`config.mk`:
```
export PLATFORM = sky130hd
export DESIGN_NAME = alarm_set_ctrl
export DESIGN_NICKNAME = d
export VERILOG_FILES = /design/src/rtl/alarm_ui_pkg.sv /design/src/rtl/btn_edge.sv /design/src/rtl/alarm_set_ctrl.sv
export SDC_FILE = /design/constraint.sdc
export NUM_CORES = 1
export LEC_CHECK = 0
export CAP_MARGIN = 20
export CORE_ASPECT_RATIO = 0.75
export CORE_MARGIN = 3
export CORE_UTILIZATION = 50
export DETAILED_ROUTE_END_ITERATION = 8
export PLACE_DENSITY = 0.7
export SYNTH_ARGS = -nofsm -noshare
export SYNTH_HDL_FRONTEND = slang
export SYNTH_SLANG_ARGS = --single-unit
```
`constraint.sdc`:
```
create_clock -name clk -period 2.7 [get_ports clk]
set_input_delay 0.405 -clock clk [delete_from_list [all_inputs] [get_ports clk]]
set_output_delay 0.405 -clock clk [all_outputs]
set_load 0.05 [all_outputs]
```
`src/rtl/alarm_ui_pkg.sv`:
```
// Shared types and constants for the alarm-clock button sequencer.
// Pure declarations: no logic and no latency of its own.
// No flow control; the types describe single-cycle pulses and display state.
package alarm_ui_pkg;

    typedef enum logic [3:0] {
        ST_INIT,
        ST_IDLE,
        ST_EDIT_TIME,
        ST_EDIT_ALARM,
        ST_COMMIT,
        ST_SNZ_STOP,
        ST_SNZ_LD,
        ST_DIS_STOP,
        ST_DIS_LD
    } state_e;

    typedef enum logic [1:0] {
        FLD_HOUR = 2'd0,
        FLD_MIN  = 2'd1,
        FLD_SEC  = 2'd2
    } field_e;

    typedef struct packed {
        logic [5:0] hour;
        logic [5:0] min;
        logic [5:0] sec;
    } hms_t;

    localparam logic [5:0] MAX_HOUR   = 6'd23;
    localparam logic [5:0] MAX_MINSEC = 6'd59;

    localparam logic [1:0] MODE_RUN   = 2'd0;
    localparam logic [1:0] MODE_TIME  = 2'd1;
    localparam logic [1:0] MODE_ALARM = 2'd2;

    // Increment with wrap to zero; out-of-range inputs also land on zero.
    function automatic logic [5:0] wrap_inc(input logic [5:0] v, input logic [5:0] max_v);
        return (v >= max_v) ? 6'd0 : v + 6'd1;
    endfunction

endpackage

```
`src/rtl/btn_edge.sv`:
```
// Registers one debounced button level and flags its rising edge.
// Event is combinational from the raw level and the one-cycle-old copy.
// No backpressure: a held button yields exactly one event.
module btn_edge (
    input  logic clk,
    input  logic reset,
    input  logic btn,
    output logic evt
);

    logic btn_d;
    logic btn_q;

    // Next value of the level register is simply the current input.
    always_comb begin
        btn_d = btn;
    end

    // Remember last cycle's level so a press is seen once.
    always_ff @(posedge clk) begin
        if (reset) begin
            btn_q <= 1'b0;
        end else begin
            btn_q <= btn_d;
        end
    end

    assign evt = btn & ~btn_q;

endmodule

```
`src/rtl/alarm_set_ctrl.sv`:
```
// Turns button events into LD_time/LD_alarm/stop_alarm pulses for the clock core.
// Pulses are registered: they appear the cycle after the detecting edge, one cycle wide.
// No backpressure: events arriving while a pulse sequence is in flight are dropped.
module alarm_set_ctrl #(
    parameter int SNOOZE_MIN      = 5,
    parameter int TIMEOUT_TICKS   = 300,
    parameter int INIT_ALARM_HOUR = 6
) (
    input  logic       clk,
    input  logic       reset,
    input  logic       btn_mode,
    input  logic       btn_next,
    input  logic       btn_inc,
    input  logic       btn_snooze,
    input  logic       alarm,
    input  logic [5:0] cur_sec,
    input  logic [5:0] cur_min,
    input  logic [5:0] cur_hour,
    output logic       LD_time,
    output logic       LD_alarm,
    output logic       stop_alarm,
    output logic [5:0] sec_in,
    output logic [5:0] min_in,
    output logic [5:0] hour_in,
    output logic [1:0] mode,
    output logic [1:0] edit_field
);

    import alarm_ui_pkg::*;

    localparam int             CNT_W   = $clog2(TIMEOUT_TICKS + 1);
    localparam logic [CNT_W-1:0] TO_LAST = CNT_W'(TIMEOUT_TICKS - 1);
    localparam hms_t           INIT_ALARM = '{hour: 6'(INIT_ALARM_HOUR), min: 6'd0, sec: 6'd0};

    logic ev_mode, ev_next, ev_inc, ev_snooze, any_ev;

    btn_edge u_edge_mode   (.clk(clk), .reset(reset), .btn(btn_mode),   .evt(ev_mode));
    btn_edge u_edge_next   (.clk(clk), .reset(reset), .btn(btn_next),   .evt(ev_next));
    btn_edge u_edge_inc    (.clk(clk), .reset(reset), .btn(btn_inc),    .evt(ev_inc));
    btn_edge u_edge_snooze (.clk(clk), .reset(reset), .btn(btn_snooze), .evt(ev_snooze));

    assign any_ev = ev_mode | ev_next | ev_inc | ev_snooze;

    hms_t cur_hms;
    assign cur_hms = '{hour: cur_hour, min: cur_min, sec: cur_sec};

    state_e           state_q, state_d;
    field_e           field_q, field_d;
    hms_t             edit_q, edit_d;
    hms_t             shadow_q, shadow_d;
    logic [CNT_W-1:0] cnt_q, cnt_d;
    logic             ld_time_q, ld_time_d;
    logic             ld_alarm_q, ld_alarm_d;
    logic             stop_q, stop_d;
    hms_t             load_q, load_d;
    logic [1:0]       mode_q, mode_d;

    hms_t       snz_hms;
    logic [6:0] snz_m;

    // Snooze target: captured time (held in the edit registers) plus SNOOZE_MIN, hour carry only.
    always_comb begin
        snz_hms = edit_q;
        snz_m   = {1'b0, edit_q.min} + 7'(SNOOZE_MIN);
        if (snz_m >= 7'd60) begin
            snz_m        = snz_m - 7'd60;
            snz_hms.hour = wrap_inc(edit_q.hour, MAX_HOUR);
        end
        snz_hms.min = snz_m[5:0];
    end

    // Sequencer next state; pulse outputs are decided on the edge that enters the pulse state.
    always_comb begin
        state_d    = state_q;
        field_d    = field_q;
        edit_d     = edit_q;
        shadow_d   = shadow_q;
        cnt_d      = cnt_q;
        ld_time_d  = 1'b0;
        ld_alarm_d = 1'b0;
        stop_d     = 1'b0;
        load_d     = '0;
        mode_d     = MODE_RUN;

        unique case (state_q)
            // The core's alarm registers have no reset, so push the shadow once.
            ST_INIT: begin
                ld_alarm_d = 1'b1;
                load_d     = shadow_q;
                state_d    = ST_IDLE;
            end
            ST_IDLE: begin
                if (alarm) begin
                    if (ev_mode) begin
                        stop_d  = 1'b1;
                        state_d = ST_DIS_STOP;
                    end else if (ev_snooze) begin
                        stop_d  = 1'b1;
                        edit_d  = cur_hms;
                        state_d = ST_SNZ_STOP;
                    end
                end else if (ev_mode) begin
                    edit_d  = cur_hms;
                    field_d = FLD_HOUR;
                    cnt_d   = '0;
                    state_d = ST_EDIT_TIME;
                end
            end
            ST_EDIT_TIME, ST_EDIT_ALARM: begin
                cnt_d = any_ev ? '0 : cnt_q + CNT_W'(1);
                if (ev_mode) begin
                    if (state_q == ST_EDIT_TIME) begin
                        edit_d  = shadow_q;
                        field_d = FLD_HOUR;
                        state_d = ST_EDIT_ALARM;
                    end else begin
                        state_d = ST_IDLE;
                    end
                end else if (ev_next) begin
                    unique case (field_q)
                        FLD_HOUR: field_d = FLD_MIN;
                        FLD_MIN:  field_d = FLD_SEC;
                        default: begin
                            load_d  = edit_q;
                            state_d = ST_COMMIT;
                            if (state_q == ST_EDIT_TIME) begin
                                ld_time_d = 1'b1;
                            end else begin
                                ld_alarm_d = 1'b1;
                                shadow_d   = edit_q;
                            end
                        end
                    endcase
                end else if (ev_inc) begin
                    unique case (field_q)
                        FLD_HOUR: edit_d.hour = wrap_inc(edit_q.hour, MAX_HOUR);
                        FLD_MIN:  edit_d.min  = wrap_inc(edit_q.min, MAX_MINSEC);
                        default:  edit_d.sec  = wrap_inc(edit_q.sec, MAX_MINSEC);
                    endcase
                end else if (cnt_q == TO_LAST) begin
                    state_d = ST_IDLE;
                end
            end
            ST_SNZ_STOP: begin
                ld_alarm_d = 1'b1;
                load_d     = snz_hms;
                state_d    = ST_SNZ_LD;
            end
            ST_DIS_STOP: begin
                ld_alarm_d = 1'b1;
                load_d     = shadow_q;
                state_d    = ST_DIS_LD;
            end
            default: begin
                state_d = ST_IDLE;
            end
        endcase

        // Display follows the state being entered; the field selector parks on hour outside edits.
        unique case (state_d)
            ST_EDIT_TIME:  mode_d = MODE_TIME;
            ST_EDIT_ALARM: mode_d = MODE_ALARM;
            default: begin
                mode_d  = MODE_RUN;
                field_d = FLD_HOUR;
            end
        endcase
    end

    // Single state/output register bank; reset drops any pending pulse and restarts at INIT.
    always_ff @(posedge clk) begin
        if (reset) begin
            state_q    <= ST_INIT;
            field_q    <= FLD_HOUR;
            edit_q     <= '0;
            shadow_q   <= INIT_ALARM;
            cnt_q      <= '0;
            ld_time_q  <= 1'b0;
            ld_alarm_q <= 1'b0;
            stop_q     <= 1'b0;
            load_q     <= '0;
            mode_q     <= MODE_RUN;
        end else begin
            state_q    <= state_d;
            field_q    <= field_d;
            edit_q     <= edit_d;
            shadow_q   <= shadow_d;
            cnt_q      <= cnt_d;
            ld_time_q  <= ld_time_d;
            ld_alarm_q <= ld_alarm_d;
            stop_q     <= stop_d;
            load_q     <= load_d;
            mode_q     <= mode_d;
        end
    end

    assign LD_time    = ld_time_q;
    assign LD_alarm   = ld_alarm_q;
    assign stop_alarm = stop_q;
    assign hour_in    = load_q.hour;
    assign min_in     = load_q.min;
    assign sec_in     = load_q.sec;
    assign mode       = mode_q;
    assign edit_field = field_q;

endmodule

```
Word level (Yosys, flattened, before mapping)
Cells that the tools add are included.

operators by class
  divide/modulo/power cells = 0
  equality and inequality tests = 22
  add/subtract/negate cells = 6
  reduce and logical (&&, ||, !) cells = 17
  multiply operators = 0
  $lt $le $gt $ge = 4
  multiplexer cells = 52
  shift operators = 0
  bitwise gates (word level) = 18

operators with widths
  kind                                                                count
  two-way mux 18 bit                                                  11
  one-hot mux 18 bit (3 select lines)                                 1
  two-way mux 6 bit                                                   8
  two-way mux 4 bit                                                   9
  one-hot mux 18 bit (2 select lines)                                 1
  two-way mux 9 bit                                                   3
  != test 3 bit (second input constant)                               8
  AND reduction 7 bit                                                 3
  adder 6 x 1 -> 6 bit (second input constant)                        3
  one-hot mux 9 bit (2 select lines)                                  1
  equality test 4 x 2 -> 1 bit (second input constant)                4
  one-hot mux 4 bit (4 select lines)                                  1
  greater-or-equal comparator 6 bit (second input constant)           2
  two-way mux 2 bit                                                   6
  one-hot mux 2 bit (2 select lines)                                  3
  inverter 1 bit                                                      11
  OR reduction 2 bit                                                  5
  adder 9 x 1 -> 9 bit (second input constant)                        1
  equality test 9 bit (second input constant)                         1
  equality test 4 x 3 -> 1 bit (second input constant)                2
  adder 6 x 3 -> 7 bit (second input constant)                        1
  greater-or-equal comparator 7 x 6 -> 1 bit (second input constant)  1
  two-way mux 1 bit                                                   7
  greater-or-equal comparator 6 x 5 -> 1 bit (second input constant)  1
  other kinds (17)                                                    25

word-level totals
  latch bits = 0
  RAM bits = 0
  word-level logic and storage cells = 139
  memories kept = 0
  input port bits = 25
  ROM bits = 0
  bits in registers = 78

Depth between registers and ports, before layout
  depth in word-level cells = 10
  gate-level depth with buffers = 11
  mapped depth without buffers = 9

Hierarchy
From an unflattened synthesis, not the netlist that was laid out.

second synthesis, totals
  cell total of the unflattened synthesis = 541
  area, all modules = 4434.3 µm²

by module, submodules not included
  module          area an instance (µm²)  times used  cells an instance
  alarm_set_ctrl  4244.1                  1           529
  btn_edge        47.5                    4           3

Worst setup path after synthesis
Ideal clock, no wire load.

  kind = flip-flop to flip-flop
  start point = reg edit_q[6] (netlist bit)
  end point = reg load_q (netlist bit hour_in[3])
  cell stages (with the launch flop) = 12
  path buffers = 2
  data required time = 2.578 ns
  setup time = 0.122 ns
  period minus slack after synthesis = 2.214 ns
  arrival time = 2.092 ns
  path slack = 0.486 ns
  cell sequence = dfxtp_1 ha_1 buf_2 xor2_1 inv_1 ha_1 nand3b_1 mux2_2 and4_1 clkbuf_1 nor2_1 a311o_1

on the way
  longest elaborated chain between the ends = 4

ends and longest elaborated chain
  what                                        RTL line               source
  start: declaration                          alarm_set_ctrl.sv:49   hms_t edit_q, edit_d;
  start signal: assignment                    alarm_set_ctrl.sv:186  edit_q <= edit_d;
  adder 6 x 3 -> 7 bit                        alarm_set_ctrl.sv:64   snz_m = {1'b0, edit_q.min} + 7'(SNOOZE_MIN);
  greater-or-equal comparator 7 x 6 -> 1 bit  alarm_set_ctrl.sv:65   if (snz_m >= 7'd60) begin
  two-way mux 6 bit                           alarm_set_ctrl.sv:65
  one-hot mux 18 bit (3 select lines)         alarm_set_ctrl.sv:85   unique case (state_q)
  end signal: assignment                      alarm_set_ctrl.sv:192  load_q <= load_d;
  end: declaration                            alarm_set_ctrl.sv:55   hms_t load_q, load_d;

No other way between the ends.
A chain may end at the register's enable or synchronous reset.

Worst setup path in the final report
  start point = reg edit_q[7] (netlist bit)
  end point = reg load_q (netlist bit hour_in[3])

The elaborated chain is that of the path after synthesis.

==> results_dict.tcl <==
set metrics [dict create \
    nNetsFinal 632 \
    powerDensity_nw_per_um2 569 \
    fmaxAchievable_mhz 414 \
    r2r_cells 9 \
    htree_levels 3 \
    rsz0062_at_grt "false" \
    synth_top_family_by_area "simple AND/OR/NAND/NOR gates" \
    critPathMaxFanout 7 \
    ant_nets 0 \
    cp.arrival_ns 2.64 \
    worstPathRequired_ns 2.93 \
    hold_violations 0 \
    whs_ns 0.464 \
    drv_slew 0 \
    post-place-ws_ns 0.124 \
    ys_seq_area_frac 0.351 \
    synth.avg_cell_area_sq_um 7.95 \
    fin_cells 714 \
    area_growth_pct 21.6 \
    relSlewSlack 0.578 \
    num_antenna_cells 0 \
    drive_above_1_share 0.116 \
    synth_seq_cells 78 \
    async_flop_share 0 \
    status "completed" \
    synth_xor_area_frac 0.0256 \
    gp_congestion 0.912 \
    regToRegEndpoint "hour_in[3]" \
    clock_skew_ns 0.00821 \
    hp-class "flip-flop to flip-flop" \
    io_pins 50 \
    port_buffers 49 \
    cts_setup_buffers 0 \
    cts_hold_buf 0 \
    dp_hpwl_mm 8.89 \
    synth_cells 560 \
    fin_ws_ns 0.285 \
    worstReg2RegStart "edit_q[7]" \
    start_util 0.520 \
    setup-tns-final_ns 0 \
    min_period_over_period 0.894 \
    die_w_um 115 \
    die_h_um 87.7 \
    dr.first_iter.drc_count 397 \
    utilization 0.632 \
    root_buffer "clkbuf_16" \
    via_count 4421 \
    reg2reg_slack_ns 0.29 \
    yosysWarnings 0 \
    synth_edf_count 0 \
    synthAdderAreaFrac 0.0169 \
    drv_cap 0 \
    worstMarginPinSlew_ns 0.632 \
    max-vdd-ir-drop_mv 0.425 \
    critical_path_class "flip-flop to flip-flop" \
    grt_pass1_vias 4115 \
    finalWirelength_mm 12.6 \
    cp-start-kind "flip-flop" \
    cp-endpoint "hour_in[3]" \
    rows 29 \
    cts-buffers-inserted 9 \
    coreArea_sq_um 8560 \
    drc 0 \
    setup_viol 0 \
    routedWlPerCell_um 17.6 \
    clk_latency_ns 0.35 \
    p_leak_nw 1.92 \
    grt_pass1_wl_mm 20.6 \
    drt-pass1-iter-count 5 \
    path_clk_slew_ns 0.06 \
    min_period_ns 2.41 \
    synth_mux_area_frac 0.0354 \
    synthFlopType "dfxtp_1" \
    post_cts_resized 0 \
    yosys.area_share.simple 0.283 \
    placed_cells_incl_taps 698 \
    crit_start "edit_q[7]" \
    syn_area_sq_um 4450 \
    die-area_sq_um 10100 \
    fillCellCount 734 \
    grt_max_degree 51 \
    grt_use_total 0.257 \
    synth_compound_area_frac 0.231 \
    cts_tree "built" \
    clockBufferDepth 2 \
    cts.sinks 78 \
    synth_cell_types 67 \
    avgViaCountPerCell 6.19 \
    antenna_found_initial 0 \
    syn_nets 591 \
    critPathCaptureType "flip-flop" \
    gr-total-overflow 0 \
]
==> worst min path at each step <==
stage,start,depth (start not counted),slack (ns),to
3_5_place_dp,shadow_q[10],2,0.46,shadow_q[10]
6_report,shadow_q[10],2,0.46,shadow_q[10]
3_3_place_gp,shadow_q[11],2,0.46,shadow_q[11]
5_1_grt,shadow_q[10],2,0.49,shadow_q[10]
2_1_floorplan,shadow_q[11],2,0.44,shadow_q[11]
4_1_cts,shadow_q[10],2,0.47,shadow_q[10]
==> cells in the mapped netlist (all sizes together), types with 3 or more instances <==
cell | instances | area [sq um]
nor2 | 53 | 206
and4 | 3 | 26.3
nor3 | 17 | 85.1
nand2 | 75 | 284
o22ai | 3 | 18.8
a211oi | 8 | 70.1
nand3 | 19 | 95.1
nand2b | 8 | 50.1
inv | 4 | 15.0
and3 | 5 | 31.3
o211ai | 13 | 103
or3 | 6 | 37.5
nand3b | 14 | 105
buf | 22 | 126
a31oi | 4 | 25.0
mux2i | 9 | 90.1
nor3b | 4 | 35.0
dfxtp | 78 | 1560
xnor2 | 4 | 35.0
a311oi | 5 | 43.8
xor2 | 9 | 78.8
a21oi | 48 | 248
nor4b | 5 | 58.8
mux2 | 6 | 67.6
a22oi | 16 | 120
clkbuf | 29 | 109
a311o | 6 | 60.1
ha | 6 | 75.1
a211o | 3 | 26.3
o21ai | 22 | 110
nor2b | 12 | 75.1
nand4b | 4 | 35.0
nand4 | 6 | 37.5
==> flip-flops by register name, indices dropped and copies added, names as in the netlist <==
register,flops
edit_q,18
shadow_q,18
cnt_q,9
hour_in,6
min_in,6
sec_in,6
state_q,4
edit_field,2
mode,2
LD_alarm,1
LD_time,1
stop_alarm,1
u_edge_inc.btn_q,1
u_edge_mode.btn_q,1
u_edge_next.btn_q,1
u_edge_snooze.btn_q,1
==> layout by cell type, fill, tap and decap left out, types with 8 or more instances in the layout <==
cell type        netlist  layout
a21oi_1               46      46
a22oi_1               16      16
buf_4                  0      31
clkbuf_16              0       9
clkdlybuf4s50_1        0      48
dfxtp_1               78      78
mux2i_1                9       9
nand2_1               74      74
nand2b_1               8       8
nand3_1               19      19
nand3b_1              14      14
nor2_1                52      52
nor2b_1               12      12
nor3_1                17      17
o211ai_1              12      12
o21ai_0               20      20
xor2_1                 9       9
==> report_power, final <==
part           total, mW  leakage, nW  internal (mW)  switching [mW]
clock network       1.32        0.154          0.831           0.490
registers           1.26        0.633           1.19          0.0728
logic              0.492         1.14          0.209           0.283
==> stage by stage <==
stage          cell area (sq um)  power, mW
2_1_floorplan               4450       1.60
3_3_place_gp                5090       1.76
5_1_grt                     5410       3.19
6_report                    5410       3.08
4_1_cts                     5410       3.09
3_5_place_dp                5090       1.77
==> kinds of logic (layout without fill, tap and decap cells) <==
group,Yosys count,in the layout
AO/OA/AOI/OAI,150,150
XOR/XNOR,13,13
adder cells (fa/ha/maj),6,6
buffers and inverters,55,101
flip-flops,78,78
multiplexers,15,15
AND/OR/NAND/NOR,243,243
==> cell type report <==
cell class	count	area, sq um	area share
multi-input combinational	427	2640	0.487
sequential	78	1560	0.289
timing repair buffer	81	738	0.136
clock buffer	10	239	0.0442
tap	108	135	0.0250
clock inverter	6	85.1	0.0157
inverter	4	15.0	0.00277
==> layer usage <==
metal | wire, um | part of all wire | global-route usage | vias to the layer above
li1 | - | - | - | 2110
met1 | 5880 | 0.47 | 0.363 | 2077
met2 | 5340 | 0.43 | 0.365 | 203
met3 | 1000 | 0.080 | 0.0622 | 31
met4 | 327 | 0.026 | 0.130 | 0
met5 | 0 | 0 | 0 | -
==> worst max-delay path, cell delays in order, from the launching register on <==
cell	delay, ns
dfxtp_1	0.43
ha_1	0.23
xor2_1	0.21
inv_1	0.08
ha_1	0.24
nand3_1	0.10
mux2_2	0.18
and4_1	0.38
nor2_1	0.12
a311o_1	0.32
No activity file was read; power rests on OpenSTA's default activity.
